==> config.mk <==
export PLATFORM = sky130hd
export DESIGN_NAME = fht_stream_ctrl_flat
export DESIGN_NICKNAME = d
export VERILOG_FILES = /design/src/rtl/fht_stream_ctrl_pkg.sv /design/src/rtl/fht_stream_ctrl_if.sv /design/src/rtl/fht_out_fifo.sv /design/src/rtl/fht_stream_ctrl.sv /design/src/flat_wrapper.sv
export SDC_FILE = /design/constraint.sdc
export NUM_CORES = 1
export LEC_CHECK = 0
export CAP_MARGIN = 15
export CORE_MARGIN = 2
export CORE_UTILIZATION = 44
export DETAILED_ROUTE_END_ITERATION = 10
export PLACE_DENSITY = 0.74
export SKIP_LAST_GASP = 1
export SYNTH_ARGS = -nofsm -noshare
export SYNTH_HDL_FRONTEND = slang
export SYNTH_SLANG_ARGS = --single-unit
==> constraint.sdc <==
create_clock -name iCLK -period 2.1 [get_ports iCLK]
set_clock_uncertainty 0.1 [all_clocks]
set_input_delay 0.315 -clock iCLK [delete_from_list [all_inputs] [get_ports iCLK]]
set_output_delay 0.315 -clock iCLK [all_outputs]
set_load 0.01 [all_outputs]
==> src/rtl/fht_stream_ctrl_pkg.sv <==
// Shared build constants and helpers for the FHT streaming controller.
// The defaults take the place of the legacy fht_defines.v macros.
package fht_stream_ctrl_pkg;

   localparam int FHT_D_BIT  = 16;
   localparam int FHT_A_BIT  = 2;
   localparam int FHT_RD_LAT = 1;

   function automatic logic [3:0] bank_we(input logic [1:0] bank);
      return 4'b0001 << bank;
   endfunction

endpackage

==> src/rtl/fht_stream_ctrl_if.sv <==
// Sample stream, FHT RAM access and result stream of the FHT controller.
interface fht_stream_ctrl_if
   import fht_stream_ctrl_pkg::*;
#(
   parameter int D_BIT = FHT_D_BIT,
   parameter int A_BIT = FHT_A_BIT
);
   logic        [D_BIT-2:0] s_data;
   logic                    s_valid;
   logic                    s_ready;
   logic        [D_BIT-2:0] fht_data;
   logic        [A_BIT-1:0] fht_addr_wr;
   logic              [3:0] fht_we;
   logic                    fht_start;
   logic                    fht_rdy;
   logic        [A_BIT-1:0] fht_addr_rd [4];
   logic signed [D_BIT-1:0] fht_rd_data [4];
   logic signed [D_BIT-1:0] m_data;
   logic                    m_valid;
   logic                    m_ready;
   logic                    m_last;
   logic                    busy;

   modport master (
      input  s_data, s_valid, fht_rdy, fht_rd_data, m_ready,
      output s_ready, fht_data, fht_addr_wr, fht_we, fht_start, fht_addr_rd,
             m_data, m_valid, m_last, busy
   );

   modport slave (
      output s_data, s_valid, fht_rdy, fht_rd_data, m_ready,
      input  s_ready, fht_data, fht_addr_wr, fht_we, fht_start, fht_addr_rd,
             m_data, m_valid, m_last, busy
   );
endinterface

==> src/rtl/fht_out_fifo.sv <==
// Small result FIFO with show-ahead output; head reads as zero while empty.
module fht_out_fifo #(
   parameter int WIDTH = 17,
   parameter int DEPTH = 4
) (
   input  logic                           clk,
   input  logic                           rst,
   input  logic                           push,
   input  logic [WIDTH-1:0]               push_data,
   input  logic                           pop,
   output logic [WIDTH-1:0]               pop_data,
   output logic                           full,
   output logic                           empty,
   output logic [$clog2(DEPTH+1)-1:0]     count
);
   localparam int PW = $clog2(DEPTH);
   localparam int CW = $clog2(DEPTH+1);

   logic [WIDTH-1:0] mem [DEPTH];
   logic [PW-1:0]    wr_ptr, rd_ptr;
   logic             do_push, do_pop;

   function automatic logic [PW-1:0] bump(input logic [PW-1:0] p);
      return (p == PW'(DEPTH-1)) ? '0 : p + 1'b1;
   endfunction

   assign full     = (count == CW'(DEPTH));
   assign empty    = (count == '0);
   assign do_push  = push && !full;
   assign do_pop   = pop && !empty;
   assign pop_data = empty ? '0 : mem[rd_ptr];

   always_ff @(posedge clk or posedge rst) begin
      if (rst) begin
         wr_ptr <= '0;
         rd_ptr <= '0;
         count  <= '0;
      end else begin
         if (do_push) wr_ptr <= bump(wr_ptr);
         if (do_pop)  rd_ptr <= bump(rd_ptr);
         case ({do_push, do_pop})
            2'b10:   count <= count + 1'b1;
            2'b01:   count <= count - 1'b1;
            default: ;
         endcase
      end
   end

   always_ff @(posedge clk) begin
      if (do_push) mem[wr_ptr] <= push_data;
   end
endmodule

==> src/rtl/fht_stream_ctrl.sv <==
// Loads one N-point frame into four FHT RAM banks, starts the transform,
// waits for completion and streams the results out through a small FIFO.
module fht_stream_ctrl
   import fht_stream_ctrl_pkg::*;
#(
   parameter int D_BIT  = FHT_D_BIT,
   parameter int A_BIT  = FHT_A_BIT,
   parameter int RD_LAT = FHT_RD_LAT
) (
   input logic                iCLK,
   input logic                iRESET,
   fht_stream_ctrl_if.master  bus
);
   localparam logic [2:0] LOAD      = 3'd0;
   localparam logic [2:0] START     = 3'd1;
   localparam logic [2:0] WAIT_BUSY = 3'd2;
   localparam logic [2:0] WAIT_DONE = 3'd3;
   localparam logic [2:0] UNLOAD    = 3'd4;

   localparam int DEPTH = RD_LAT + 3;
   localparam int CW    = A_BIT + 2;
   localparam int FW    = D_BIT + 1;
   localparam int OCW   = $clog2(DEPTH + 1);
   localparam int PBW   = 2 * RD_LAT;

   logic [2:0]              state, state_nx;
   logic [CW-1:0]           ld_cnt, rd_cnt;
   logic                    rd_done;
   logic                    s_ready;
   logic                    accept, issue, xfer, xfer_last;
   logic [RD_LAT-1:0]       pv, plast;
   logic [RD_LAT-1:0][1:0]  pbank;
   logic [FW-1:0]           fifo_in, fifo_out;
   logic                    fifo_full, fifo_empty;
   logic [OCW-1:0]          fifo_count;

   assign accept    = s_ready && bus.s_valid;
   assign xfer      = bus.m_valid && bus.m_ready;
   assign xfer_last = xfer && bus.m_last;

   // Occupancy plus reads still in the RAM pipeline bounds issue, so every
   // read has a FIFO slot waiting when its data returns.
   always_comb begin
      issue = (state == UNLOAD) && !rd_done && !fifo_full &&
              ((int'(fifo_count) + $countones(pv)) < DEPTH);
   end

   always_comb begin
      state_nx = state;
      case (state)
         LOAD:      if (accept && ld_cnt == '1) state_nx = START;
         START:     state_nx = WAIT_BUSY;
         WAIT_BUSY: if (!bus.fht_rdy) state_nx = WAIT_DONE;
         WAIT_DONE: if (bus.fht_rdy) state_nx = UNLOAD;
         UNLOAD:    if (xfer_last) state_nx = LOAD;
         default:   state_nx = LOAD;
      endcase
   end

   always_ff @(posedge iCLK or posedge iRESET) begin
      if (iRESET) begin
         state           <= LOAD;
         s_ready         <= 1'b0;
         ld_cnt          <= '0;
         rd_cnt          <= '0;
         rd_done         <= 1'b0;
         bus.fht_data    <= '0;
         bus.fht_addr_wr <= '0;
         bus.fht_we      <= '0;
         bus.fht_start   <= 1'b0;
         pv              <= '0;
         plast           <= '0;
         pbank           <= '0;
      end else begin
         state         <= state_nx;
         s_ready       <= (state_nx == LOAD);
         bus.fht_start <= (state == START);
         bus.fht_we    <= '0;
         if (accept) begin
            bus.fht_data    <= bus.s_data;
            bus.fht_addr_wr <= ld_cnt[CW-1:2];
            bus.fht_we      <= bank_we(ld_cnt[1:0]);
            ld_cnt          <= (ld_cnt == '1) ? '0 : ld_cnt + 1'b1;
         end
         if (issue) begin
            if (rd_cnt == '1) rd_done <= 1'b1;
            else              rd_cnt  <= rd_cnt + 1'b1;
         end
         pv    <= (pv << 1) | RD_LAT'(issue);
         plast <= (plast << 1) | RD_LAT'(issue && rd_cnt == '1);
         pbank <= (pbank << 2) | PBW'(rd_cnt[1:0]);
         if (xfer_last) begin
            rd_cnt  <= '0;
            rd_done <= 1'b0;
         end
      end
   end

   always_comb begin
      for (int unsigned i = 0; i < 4; i++) begin
         bus.fht_addr_rd[i] = (state == UNLOAD) ? rd_cnt[CW-1:2] : '0;
      end
   end

   assign fifo_in = {plast[RD_LAT-1], bus.fht_rd_data[pbank[RD_LAT-1]]};

   fht_out_fifo #(
      .WIDTH (FW),
      .DEPTH (DEPTH)
   ) u_fifo (
      .clk       (iCLK),
      .rst       (iRESET),
      .push      (pv[RD_LAT-1]),
      .push_data (fifo_in),
      .pop       (xfer),
      .pop_data  (fifo_out),
      .full      (fifo_full),
      .empty     (fifo_empty),
      .count     (fifo_count)
   );

   assign bus.s_ready = s_ready;
   assign bus.m_valid = !fifo_empty;
   assign bus.m_data  = fifo_out[D_BIT-1:0];
   assign bus.m_last  = fifo_out[D_BIT];
   assign bus.busy    = (state != LOAD);
endmodule

==> src/flat_wrapper.sv <==
// flat-port wrapper written by rule: the top's interface ports become plain ports
module fht_stream_ctrl_flat import fht_stream_ctrl_pkg::*;
#(
   parameter int D_BIT  = FHT_D_BIT,
   parameter int A_BIT  = FHT_A_BIT,
   parameter int RD_LAT = FHT_RD_LAT
)
  (iCLK, iRESET, bus_s_data, bus_s_valid, bus_fht_rdy, bus_fht_rd_data, bus_m_ready, bus_s_ready, bus_fht_data, bus_fht_addr_wr, bus_fht_we, bus_fht_start, bus_fht_addr_rd, bus_m_data, bus_m_valid, bus_m_last, bus_busy);
  fht_stream_ctrl_if #(.D_BIT(D_BIT), .A_BIT(A_BIT)) bus_i ();
  input logic iCLK;
  input logic iRESET;
  input wire logic [$bits(bus_i.s_data)-1:0] bus_s_data;
  input wire logic [$bits(bus_i.s_valid)-1:0] bus_s_valid;
  input wire logic [$bits(bus_i.fht_rdy)-1:0] bus_fht_rdy;
  input wire logic [$bits(bus_i.fht_rd_data)-1:0] bus_fht_rd_data;
  input wire logic [$bits(bus_i.m_ready)-1:0] bus_m_ready;
  output wire logic [$bits(bus_i.s_ready)-1:0] bus_s_ready;
  output wire logic [$bits(bus_i.fht_data)-1:0] bus_fht_data;
  output wire logic [$bits(bus_i.fht_addr_wr)-1:0] bus_fht_addr_wr;
  output wire logic [$bits(bus_i.fht_we)-1:0] bus_fht_we;
  output wire logic [$bits(bus_i.fht_start)-1:0] bus_fht_start;
  output wire logic [$bits(bus_i.fht_addr_rd)-1:0] bus_fht_addr_rd;
  output wire logic [$bits(bus_i.m_data)-1:0] bus_m_data;
  output wire logic [$bits(bus_i.m_valid)-1:0] bus_m_valid;
  output wire logic [$bits(bus_i.m_last)-1:0] bus_m_last;
  output wire logic [$bits(bus_i.busy)-1:0] bus_busy;
  assign bus_i.s_data = bus_s_data;
  assign bus_i.s_valid = bus_s_valid;
  assign bus_i.fht_rdy = bus_fht_rdy;
  assign bus_i.fht_rd_data = {>>{bus_fht_rd_data}};
  assign bus_i.m_ready = bus_m_ready;
  assign bus_s_ready = bus_i.s_ready;
  assign bus_fht_data = bus_i.fht_data;
  assign bus_fht_addr_wr = bus_i.fht_addr_wr;
  assign bus_fht_we = bus_i.fht_we;
  assign bus_fht_start = bus_i.fht_start;
  assign bus_fht_addr_rd = {>>{bus_i.fht_addr_rd}};
  assign bus_m_data = bus_i.m_data;
  assign bus_m_valid = bus_i.m_valid;
  assign bus_m_last = bus_i.m_last;
  assign bus_busy = bus_i.busy;
  fht_stream_ctrl #(.D_BIT(D_BIT), .A_BIT(A_BIT), .RD_LAT(RD_LAT)) u_core (.iCLK(iCLK), .iRESET(iRESET), .bus(bus_i));
endmodule
## Word-level counts from Yosys, hierarchy flattened

Memories as Yosys holds them, arrays and structs flattened.
Index checks and enable logic that the tools add are counted.

| word-level totals | value |
|---|---|
| bits in writable memories | 68 |
| word-level logic and storage cells | 84 |
| memory bits (read-only) | 0 |
| input bits | 84 |
| bits in registers | 46 |
| bits in latches | 0 |
| memories kept | 1 |
| output and inout port bits | 50 |

| operators by class | value |
|---|---|
| bitwise gates (word level) | 1 |
| shifts and indexed selects | 1 |
| $mul | 0 |
| reductions and logical operators | 22 |
| muxes and demuxes | 23 |
| order comparisons | 2 |
| div/mod/pow operators | 0 |
| eq/ne operators | 12 |
| add/sub/neg operators | 7 |

Memories:

| name | depth | bits a word | rd ports | clocked after memory_dff | write ports | line | RTL |
|---|---|---|---|---|---|---|---|
| u_core.u_fifo.mem | 4 | 17 | 1 | 0 | 1 | fht_out_fifo.sv:19 | `logic [WIDTH-1:0] mem [DEPTH];` |

Operators with widths:

| operator | count |
|---|---|
| binary-select mux 16 bit (select 2 bit) | 1 |
| less-than comparator 32 x 4 -> 1 bit, second input constant | 1 |
| 2-to-1 mux 16 bit | 2 |
| 2-to-1 mux 4 bit | 5 |
| 2-to-1 mux 17 bit | 1 |
| one-hot mux 3 bit (5 select lines) | 1 |
| 2-to-1 mux 3 bit | 4 |
| logical AND 1 bit | 10 |
| zero test 3 bit | 3 |
| adder 4 x 1 -> 4 bit, second input constant | 2 |
| == test 4 bit, second input constant | 2 |
| == test 2 bit, second input constant | 3 |
| == test 3 x 2 -> 1 bit, second input constant | 2 |
| == test 3 bit, second input constant | 2 |
| 2-to-1 mux 2 bit | 3 |
| one-hot mux 3 bit (2 select lines) | 1 |
| nonzero test 2 bit | 3 |
| 2-to-1 mux 1 bit | 5 |
| adder 2 x 1 -> 2 bit, second input constant | 2 |
| adder 3 x 1 -> 4 bit | 1 |
| AND reduction 2 bit | 2 |
| << shifter 1 x 2 -> 4 bit, first input constant | 1 |
| adder 3 x 1 -> 3 bit, second input constant | 1 |
| == test 3 x 1 -> 1 bit, second input constant | 1 |
| other kinds (7) | 9 |

## Logic depth before layout (Yosys ltp)

Gate-level depths: netlist of run 1.

| depth | value |
|---|---|
| depth after elaboration | 7 |
| gate-level depth with buffers | 9 |
| gate-level depth less buffers | 9 |

## Hierarchy

A second synthesis of run 1 with hierarchy kept.

| unflattened totals | value |
|---|---|
| cells, all modules | 297 |
| area total of the unflattened synthesis | 5139.9 um2 |

Modules (own cells, without submodules):

| module | instances | seq. area each (um2) | area an instance (um2) | cells an instance |
|---|---|---|---|---|
| fht_out_fifo | 1 | 2217.1 | 3131.8 | 147 |
| fht_stream_ctrl | 1 | 975.9 | 2008.2 | 150 |

## Worst setup path before layout of run 1

Ideal clock, no wire load.

| path | value |
|---|---|
| path type | register to register |
| start point | reg u_core.u_fifo.count[2] |
| end point | reg u_core.u_fifo.count[2] |
| path slack | 0.069 ns |
| cell stages (with the launch flop) | 10 |
| data required time | 1.875 ns |
| path buffers | 1 |
| arrival | 1.805 ns |
| library setup time | 0.125 ns |
| clock period less this slack | 2.031 ns |
| cells stage by stage | dfrtp_1 or3_1 and2_1 clkbuf_1 ha_1 inv_1 fa_1 xor2_1 nor2_1 xor2_1 |

| on the way | value |
|---|---|
| word-level cells in the longest chain between the ends | 6 |
| elaborated cells between the ends (all ways) | 13 |
| those cells by class | add/sub: 2; eq/ne: 3; mux: 1; reduce/logical: 7 |

Ends and longest elaborated chain:

| what | line | RTL |
|---|---|---|
| start, declared | fht_out_fifo.sv:14 | `output logic [$clog2(DEPTH+1)-1:0] count` |
| start signal, assigned | fht_out_fifo.sv:42 | `2'b10: count <= count + 1'b1;` |
| start signal, assigned | fht_out_fifo.sv:43 | `2'b01: count <= count - 1'b1;` |
| zero test 3 bit * | fht_out_fifo.sv:28 | `assign empty = (count == '0);` |
| zero test 1 bit * | fht_out_fifo.sv:30, fht_stream_ctrl.sv:123 |  |
| logical AND 1 bit | fht_stream_ctrl.sv:38 | `assign xfer = bus.m_valid && bus.m_ready;` |
| logical AND 1 bit * | fht_out_fifo.sv:30 | `assign do_pop = pop && !empty;` |
| named net u_core.u_fifo.do_pop | fht_out_fifo.sv:21 | `logic do_push, do_pop;` |
| == test 2 x 1 -> 1 bit or == test 2 bit (tied branches) | fht_out_fifo.sv:41 | `case ({do_push, do_pop})` |
| one-hot mux 3 bit (2 select lines) or nonzero test 2 bit (tied branches) | - |  |

Mark *: on every way through the listed nets, which the timed path passes. The rest lies on a longest branch.
A chain may end at the register's enable or synchronous reset.

## Final worst setup path of run 1

| path | value |
|---|---|
| start point | reg u_core.u_fifo.rd_ptr[0] |
| end point | out bus_m_data[10] |

| on the way | value |
|---|---|
| word-level cells in the longest chain between the ends | 2 |

Ends and longest elaborated chain:

| what | line | RTL |
|---|---|---|
| start, declared | fht_out_fifo.sv:20 | `logic [PW-1:0] wr_ptr, rd_ptr;` |
| start signal, assigned | fht_out_fifo.sv:40 | `if (do_pop) rd_ptr <= bump(rd_ptr);` |
| memory read (4 x 17 bit) | - |  |
| 2-to-1 mux 17 bit | fht_out_fifo.sv:31 | `assign pop_data = empty ? '0 : mem[rd_ptr];` |
| end, declared | flat_wrapper.sv:23 | `output wire logic [$bits(bus_i.m_data)-1:0] bus_m_data;` |

No other way between the ends.

==> results of run 1 <==
[final timing paths]
path | startpoint | end | slack (ps)
worst max-delay path | u_core.u_fifo.rd_ptr[0]$_DFFE_PP0P_ | bus_m_data[10] | -190
worst min-delay path | iRESET | u_core.bus.fht_we[1]$_DFF_PP0_ | 150
worst max register to register | u_core.u_fifo.count[2]$_DFFE_PP0P_ | u_core.u_fifo.count[2]$_DFFE_PP0P_ | 40
worst min register to register | u_core.rd_cnt[1]$_DFFE_PP0P_ | u_core.pbank[1]$_DFF_PP0_ | 380
max in group asynchronous | iRESET | u_core.u_fifo.rd_ptr[0]$_DFFE_PP0P_ | 1510
min in group iCLK | u_core.rd_cnt[1]$_DFFE_PP0P_ | u_core.pbank[1]$_DFF_PP0_ | 380
[state kept, by name, summed over array words and instances, names as in the netlist]
register	cells
u_core.pv	1
u_core.u_fifo.mem	68
u_core.bus.fht_we	4
u_core.bus.fht_start	1
u_core.state	3
u_core.bus.s_ready	1
u_core.plast	1
u_core.bus.fht_addr_wr	2
u_core.bus.fht_data	15
u_core.pbank	2
u_core.rd_cnt	4
u_core.u_fifo.count	3
u_core.u_fifo.wr_ptr	2
u_core.rd_done	1
u_core.u_fifo.rd_ptr	2
u_core.ld_cnt	4
[critical path, cell delays in order, from the launching register on]
cell and delay, ps:
dfrtp_2 410, buf_6 120, buf_12 130, buf_12 120
mux4_2 420, and2_4 160, buf_6 110
[power breakdown]
group | total, mW | leakage (nW) | internal, mW | switching [mW]
Clock | 3.00 | 0.308 | 2.07 | 0.929
Sequential | 3.09 | 1.19 | 2.83 | 0.262
Combinational | 3.54 | 1.40 | 2.13 | 1.41
Total | 9.63 | 2.91 | 7.03 | 2.60
[layout make-up]
type,count,area share
Inverter,10,0.00504
Multi-Input combinational cell,151,0.229
Sequential cell,114,0.429
Clock buffer,18,0.0577
Timing Repair Buffer,168,0.229
Tap cell,143,0.0240
Clock inverter,13,0.0257
[repair_timing]
action,CTS,global route
gates resized for setup,84,20
pin swaps,5,7
endpoints found under the hold margin,0,0
hold buffers,0,0
setup buffers,8,2
setup endpoints to repair,29,21
cloned,1,1
[metrics by stage]
| step | power, mW | setup TNS [ps] | util |
|---|---|---|---|
| floorplan | 4.83 | 0 | - |
| global placement | 6.35 | -634 | 0.595 |
| detailed placement | 6.45 | -1010 | 0.595 |
| global route | 10.2 | -3470 | 0.657 |
| finish | 9.63 | -2360 | 0.657 |
| CTS | 9.60 | -3440 | 0.653 |
[synth_stat cells, types with 5 or more instances]
| master | instances | share of area |
|---|---|---|
| a21oi_1 | 5 | 0.0050 |
| and2_1 | 24 | 0.030 |
| and3_1 | 6 | 0.0074 |
| buf_4 | 6 | 0.0089 |
| clkbuf_1 | 9 | 0.0067 |
| dfrtp_1 | 46 | 0.23 |
| edfxtp_1 | 68 | 0.40 |
| ha_1 | 11 | 0.027 |
| inv_1 | 10 | 0.0074 |
| mux2_2 | 19 | 0.042 |
| mux4_1 | 8 | 0.042 |
| mux4_2 | 25 | 0.11 |
| nand2_1 | 5 | 0.0037 |
| nor2_1 | 5 | 0.0037 |
[per-layer routing]
metal | GRT usage | vias to the layer above
met5 | 0 | -
li1 | - | 1472
met2 | 0.286 | 135
met3 | 0.0716 | 15
met1 | 0.215 | 1603
met4 | 0.0642 | 0
[kinds of logic after synthesis]
logic type,Yosys count,synth area share
flops,114,0.632
mux,54,0.200
xor+xnor,4,0.00694
buf+inv,31,0.0315
simple gates,61,0.0716
fa+ha+maj,12,0.0312
compound gates,20,0.0270
==> key figures, run 1 <==
GRT
  • Global Route Usage Sum: 0.177
  • Vias in the first global route: 3436
  • Initial antenna violation count: 0
  • First-pass GRT wire length: 17000 µm
  • Grt ovf: 0
  • Pin count of the biggest net entering global routing: 47

Timing
  • Final period utilization: 1.09
  • Slew HR: 0.733
  • Slew of the pin with the lowest slew margin: 398 ps
  • Final Hold Viols: 0
  • Worst setup margin: -191 ps
  • Fmax achieved: 437 MHz
  • Min Tclk post-route: 2290 ps
  • Min Hold Slack: 153 ps
  • Final Setup Violations: 17
  • Final Max Slew Viols: 0
  • RSZ-0062 raised after global routing: true

Die
  • Chip height: 111 µm
  • Initial Util: 0.446
  • Die ar.: 0.0124 mm²
  • Die Wd: 111 µm
  • Ports: 134
  • Row count: 39
  • Core area: 0.0113 mm²

Route
  • Routed wire per std cell: 17.1 µm
  • Via-to-Cell Ratio: 5.23
  • Initial DRT Pass Iterations: 4
  • Detailed Route WL: 10500 µm
  • Initial DRC Count: 160
  • Met3 wire length: 860 µm
  • M1 WL: 4350 µm
  • DRC: 0
  • Max layer used: met4
  • Antenna viol nets, final: 0
  • Routed via count: 3225
  • Metal2 WL: 5200 µm

Synthesis
  • Sequential share of the synthesized area: 0.632
  • Ys Warns: 0
  • Post-synthesis cell type count: 40
  • Post-synth EDFFs: 68
  • Ys async rst share: 0.404
  • Post-Synthesis Cells: 296
  • Synthesized area per cell: 17.1 µm²
  • Synthesized Nets: 392
  • Seq cells post-synth: 114
  • Most used flip-flop cell after synthesis: edfxtp_1
  • Synthesized area: 0.00505 mm²

Place
  • # placed instances: 575
  • Placement-stage cell area: 0.00673 mm²
  • GP Congestion: 0.724
  • Count of input and output buffers: 133
  • Dpl hpwl: 7140 µm
  • Dpl ws: -89.6 ps

Clock network
  • TritonCTS Sinks: 114
  • Number of buffers created by CTS: 17
  • H-tree depth: 4
  • Reg clk slew, reported paths: 50 ps
  • CTS max path bufs: 2
  • Clk_lat worst skew: 400 ps
  • Root Buffer: clkbuf_16
  • CTS tree: yes

Critical path
  • WP data arrival: 1880 ps
  • Crit Path Category: reg -> out
  • Worst Path Max Fanout: 6
  • CP Capture Type: primary output
  • Critical path required time: 1680 ps
  • Critical Path Source Type: flip-flop
  • Register-to-Register Path Depth: 8

Cells and area
  • Area of the multi-input gates: 0.00171 mm²
  • # nets final: 558
  • Finished Layout Cells: 617
  • FILL cells: 838
  • ANT cells: 0
  • Commonest non-fill, non-tap cell in the layout: clkdlybuf4s50_1
  • Reg area: 0.00319 mm²
  • Layout area overhead: 47.3%
  • Design area: 0.00744 mm²
  • Most frequent cells in the layout: clkdlybuf4s50_1, edfxtp_1, dfrtp_1
  • Ratio of cells with drive above 1 in the final layout: 0.306

Min path
  • Worst min path class: in -> async

Power
  • Worst VDD drop: 661 µV
  • Pwr dens: 1290 mW/mm²
  • P_leak: 2.91 nW

Run status
  • Status: finished, violations left
  • Failing checks: negative setup slack

Flow run
  • Max-cap viol count: 0
Note: power is estimated with default switching activity, not from simulation.
==> run 2, diff against run 1 <==
--- a/constraint.sdc
+++ b/constraint.sdc
@@ -4,2 +4,2 @@
 set_output_delay 0.315 -clock iCLK [all_outputs]
-set_load 0.01 [all_outputs]
+set_load 0.005 [all_outputs]
==> key figures, run 2 (synthesis gave the netlist of run 1 again) <==
Run status
  • Status: finished, violations left
  • Failing checks: negative setup slack

Power
  • Sw frac: 0.273
  • P_leak: 2.87 nW
  • Clock group share of total power: 0.299
  • Pwr dens: 1250 mW/mm²
  • Switching power: 2.53 mW
  • Pwr Total: 9.25 mW
  • Worst VDD drop: 737 µV
  • Comb power frac: 0.366
  • Flop pwr share: 0.335
  • Internal power: 6.72 mW

Cells and area
  • Finished Layout Cells: 616
  • Biggest register: u_core.u_fifo.mem
  • Layout area overhead: 46.4%
  • ANT cells: 0
  • Largest regs: u_core.u_fifo.mem (68), u_core.bus.fht_data (15)
  • Design area: 0.00740 mm²
  • Largest register FFs: 68
  • Commonest non-fill, non-tap cell in the layout: clkdlybuf4s50_1
  • # nets final: 556
  • Ratio of cells with drive above 1 in the final layout: 0.328
  • Fin util: 0.654
  • Most frequent cells in the layout: clkdlybuf4s50_1, edfxtp_1, dfrtp_1

Clock network
  • Clk_lat worst skew: 400 ps
  • Number of buffers created by CTS: 17
  • TritonCTS Sinks: 114
  • H-tree depth: 4
  • Root Buffer: clkbuf_16
  • CTS max path bufs: 2
  • Reg clk slew, reported paths: 60 ps
  • CTS tree: yes

Critical path
  • WP data arrival: 1780 ps
  • CP Capture Type: primary output
  • Critical path required time: 1680 ps
  • Critical Path Source Type: flip-flop
  • Crit Path Category: reg -> out
  • Worst Path Max Fanout: 8

Timing
  • Final Setup Violations: 17
  • Slew of the pin with the lowest slew margin: 503 ps
  • Worst setup margin: -97.0 ps
  • Min Tclk post-route: 2200 ps
  • Fmax achieved: 455 MHz
  • Final Hold Viols: 0
  • Slew HR: 0.662
  • Min Hold Slack: 161 ps
  • Final Max Slew Viols: 0
  • Final period utilization: 1.05
  • RSZ-0062 raised after global routing: true
  • TNS Setup: -1100 ps

Place
  • Dpl ws: -50.2 ps
  • # placed instances: 575
  • Placement-stage cell area: 0.00673 mm²
  • Count of input and output buffers: 133
  • Dpl hpwl: 7000 µm
  • GP Congestion: 0.750

Die
  • Core area: 0.0113 mm²
  • Die ar.: 0.0124 mm²
  • Ports: 134
  • Initial Util: 0.446
  • Row count: 39
  • Chip height: 111 µm
  • Die Wd: 111 µm

Route
  • Initial DRC Count: 127
  • Initial DRT Pass Iterations: 4
  • Routed wire per std cell: 16.9 µm
  • DRC: 0
  • Antenna viol nets, final: 0
  • Detailed Route WL: 10400 µm
  • Routed via count: 3206
  • Via-to-Cell Ratio: 5.20

GRT
  • Global Route Usage Sum: 0.174
  • Grt ovf: 0
  • Pin count of the biggest net entering global routing: 47
  • Vias in the first global route: 3522
  • Initial antenna violation count: 0
  • First-pass GRT wire length: 17100 µm

Flow run
  • Max-cap viol count: 0

Min path
  • Worst min path class: in -> async
## run 2: cell count changes in the layout (fill, tap and decap cells not counted), sizes merged
cell,change
buf,+4
clkdlybuf4s15,-4
inv,+4
bufinv,-3
clkbuf,-3
clkinv,-3
clkinvlp,+3
dlygate4sd2,+1
## run 2: final timing paths
kind                                                           from                                 end  slack (ps)  cells after the start
worst max-delay path            u_core.u_fifo.rd_ptr[0]$_DFFE_PP0P_                       bus_m_data[1]        -100                      5
worst min-delay path                                         iRESET  u_core.bus.fht_data[2]$_DFFE_PP0P_         160                      3
worst max register to register   u_core.u_fifo.count[2]$_DFFE_PP0P_  u_core.u_fifo.count[2]$_DFFE_PP0P_          60                      9
worst min register to register         u_core.rd_cnt[1]$_DFFE_PP0P_           u_core.pbank[1]$_DFF_PP0_         390                      0
max in group asynchronous                                    iRESET           u_core.state[0]$_DFF_PP0_        1510                      3
min in group iCLK                      u_core.rd_cnt[1]$_DFFE_PP0P_           u_core.pbank[1]$_DFF_PP0_         390                      0
## run 2: cell type report
| class | count | area [µm²] |
|---|---|---|
| clock inverter | 14 | 154 |
| tap | 143 | 179 |
| clock buffer | 18 | 429 |
| inverter | 10 | 37.5 |
| sequential | 114 | 3200 |
| timing repair buffer | 166 | 1670 |
| multi-input combinational | 151 | 1730 |
| fill | 823 | 3920 |
## run 2: routing by layer
layer | wire [µm] | part of all wire | track usage
met5 | 0 | 0 | 0
met4 | 34 | 0.0033 | 0.0346
met3 | 983 | 0.095 | 0.0727
met2 | 5190 | 0.50 | 0.298
met1 | 4180 | 0.40 | 0.209
## run 2: power groups by stage
stage | combinational, mW | clock [mW] | sequential, mW
2_1_floorplan | 1.56 | 0 | 3.10
3_5_place_dp | 3.14 | 0 | 3.13
3_3_place_gp | 3.07 | 0 | 3.11
4_1_cts | 3.38 | 2.83 | 3.10
6_report | 3.39 | 2.76 | 3.10
5_1_grt | 3.68 | 2.92 | 3.15
## run 2: worst max-delay path, cell delays in order (launching register included)
cell	delay, ps
dfrtp_2	370
buf_6	110
buf_12	130
mux4_2	500
and2_4	170
buf_6	110
## run 2: timing repair
action                     CTS  global route
setup endpoints to repair   29            19
cloned                       1             0
resized for setup          109            14
pin swaps                   18             7
buffers inserted             9             1
hold buffers                 0             0
==> run 3, diff against run 2 <==
- CORE_ASPECT_RATIO: unset -> 0.8
- TNS_END_PERCENT: unset -> 50
==> key figures, run 3 (synthesis gave the netlist of run 1 again) <==
Die
  • Ports: 134
  • Initial Util: 0.459
  • Core area: 0.0110 mm²
  • Chip height: 99.8 µm
  • Die Wd: 124 µm
  • Row count: 34
  • Die ar.: 0.0124 mm²

Cells and area
  • Area of the multi-input gates: 0.00172 mm²
  • Largest register FFs: 68
  • Reg area: 0.00320 mm²
  • Most frequent cells in the layout: clkdlybuf4s50_1, edfxtp_1, dfrtp_1
  • Layout area overhead: 47.6%
  • Largest regs: u_core.u_fifo.mem (68), u_core.bus.fht_data (15)
  • # nets final: 558
  • Fin util: 0.677
  • FILL cells: 741
  • Ratio of cells with drive above 1 in the final layout: 0.316
  • ANT cells: 0
  • Commonest non-fill, non-tap cell in the layout: clkdlybuf4s50_1
  • Biggest register: u_core.u_fifo.mem

Critical path
  • Crit Path Category: reg -> out
  • CP max-delay cell: mux4_2
  • Levels on crit path: 5
  • Critical Path, Cell by Cell: buf_12, buf_12, mux4_2, and2_4, buf_6
  • CP Capture Type: primary output
  • Worst Path Max Fanout: 5
  • WP data arrival: 1820 ps
  • Worst path most repeated cell: buf_12
  • Critical path required time: 1680 ps
  • Kind of cell adding the most delay to the critical path: multiplexers
  • Worst path max stage delay: 500 ps
  • Critical Path Source Type: flip-flop
  • Register-to-Register Path Depth: 7
  • Buffers & Inverters on Critical Path: 3

GRT
  • Global Route Usage Sum: 0.197
  • Initial antenna violation count: 0
  • First-pass GRT wire length: 17900 µm
  • Pin count of the biggest net entering global routing: 47
  • Grt ovf: 0
  • Vias in the first global route: 3478

Timing
  • Final period utilization: 1.07
  • Final Max Slew Viols: 0
  • RSZ-0062 raised after global routing: true
  • Fmax achieved: 447 MHz
  • Final Hold Viols: 0
  • Worst setup margin: -138 ps
  • Slew of the pin with the lowest slew margin: 504 ps
  • Slew HR: 0.662
  • Min Tclk post-route: 2240 ps
  • Final Setup Violations: 20

Run status
  • Failing checks: negative setup slack
  • Status: finished, violations left

Power
  • Pwr Total: 9.50 mW
  • Pwr dens: 1270 mW/mm²
  • Worst VDD drop: 778 µV
  • P_leak: 2.99 nW

Clock network
  • TritonCTS Sinks: 114
  • Number of buffers created by CTS: 17
  • Clk_lat worst skew: 400 ps
  • CTS max path bufs: 2
  • H-tree depth: 4
  • CTS tree: yes
  • Reg clk slew, reported paths: 50 ps
  • Root Buffer: clkbuf_16

Route
  • Via-to-Cell Ratio: 5.23
  • Initial DRT Pass Iterations: 4
  • DRC: 0
  • Routed wire per std cell: 17.9 µm
  • Initial DRC Count: 166
  • Antenna viol nets, final: 0
  • Detailed Route WL: 11100 µm
  • Routed via count: 3234

Place
  • Dpl hpwl: 7190 µm
  • Count of input and output buffers: 133
  • GP Congestion: 0.719

Min path
  • Worst min path class: in -> async

Flow run
  • Max-cap viol count: 0
## run 3: cell count changes in the layout (fill, tap and decap cells not counted), moves of 2 or more
cell	delta
bufinv_16	+2
inv_1	+2
inv_6	-3
dlygate4sd2_1	-10
dlymetal6s2s_1	+7
buf_4	+2
inv_2	-2
clkdlybuf4s50_1	+3
## run 3: final cells by class
| cell class | instances | share of cell area |
|---|---|---|
| Clock buffer | 18 | 0.0576 |
| Clock inverter | 13 | 0.0250 |
| Inverter | 10 | 0.00503 |
| Multi-Input combinational cell | 151 | 0.230 |
| Sequential cell | 114 | 0.429 |
| Tap cell | 144 | 0.0242 |
| Timing Repair Buffer | 168 | 0.229 |
## run 3: final timing paths
kind                                                            end  slack [ps]                                 from
min in group iCLK                         u_core.pbank[1]$_DFF_PP0_         360         u_core.rd_cnt[1]$_DFFE_PP0P_
worst min register to register            u_core.pbank[1]$_DFF_PP0_         360         u_core.rd_cnt[1]$_DFFE_PP0P_
worst max register to register         u_core.rd_cnt[3]$_DFFE_PP0P_          10  u_core.u_fifo.rd_ptr[0]$_DFFE_PP0P_
max in group asynchronous                 u_core.state[0]$_DFF_PP0_        1510                               iRESET
worst min-delay path            u_core.u_fifo.wr_ptr[0]$_DFFE_PP0P_         170                               iRESET
worst max-delay path                                     bus_m_last        -140  u_core.u_fifo.rd_ptr[0]$_DFFE_PP0P_
## run 3: power by group
group          switching, mW  internal, mW
registers              0.262          2.83
clock network          0.992          1.98
logic                   1.29          2.16
total                   2.54          6.96
## run 3: metrics by stage
step	cells	setup TNS [ps]	worst slack, ps	instance area (µm²)	hold WS (ps)
global placement	575	-214	-39.1	6720	340
global route	618	-3320	-193	7460	192
floorplan	296	0	69.5	5050	317
finish	618	-1910	-138	7460	174
detailed placement	575	-323	-69.1	6720	347
CTS	616	-3590	-160	7420	177
## run 3: routing by layer
metal	vias up	wire (µm)	global-route usage
li1	1486	-	-
met1	1636	4420	0.245
met2	103	5880	0.331
met3	9	696	0.0625
met4	0	84	0.0612
met5	-	0	0
## run 3: repair_timing
action                     in CTS  in global routing
gates cloned                    1                  0
buffers inserted                9                  3
pin swaps                      17                  2
gates resized for setup        96                 16
hold buffers                    0                  0
setup endpoints to repair      28                 30
## run 3: worst min-delay path: cells and delay by family
family | cells | cell delay [ps]
buffers and inverters | 3 | 730
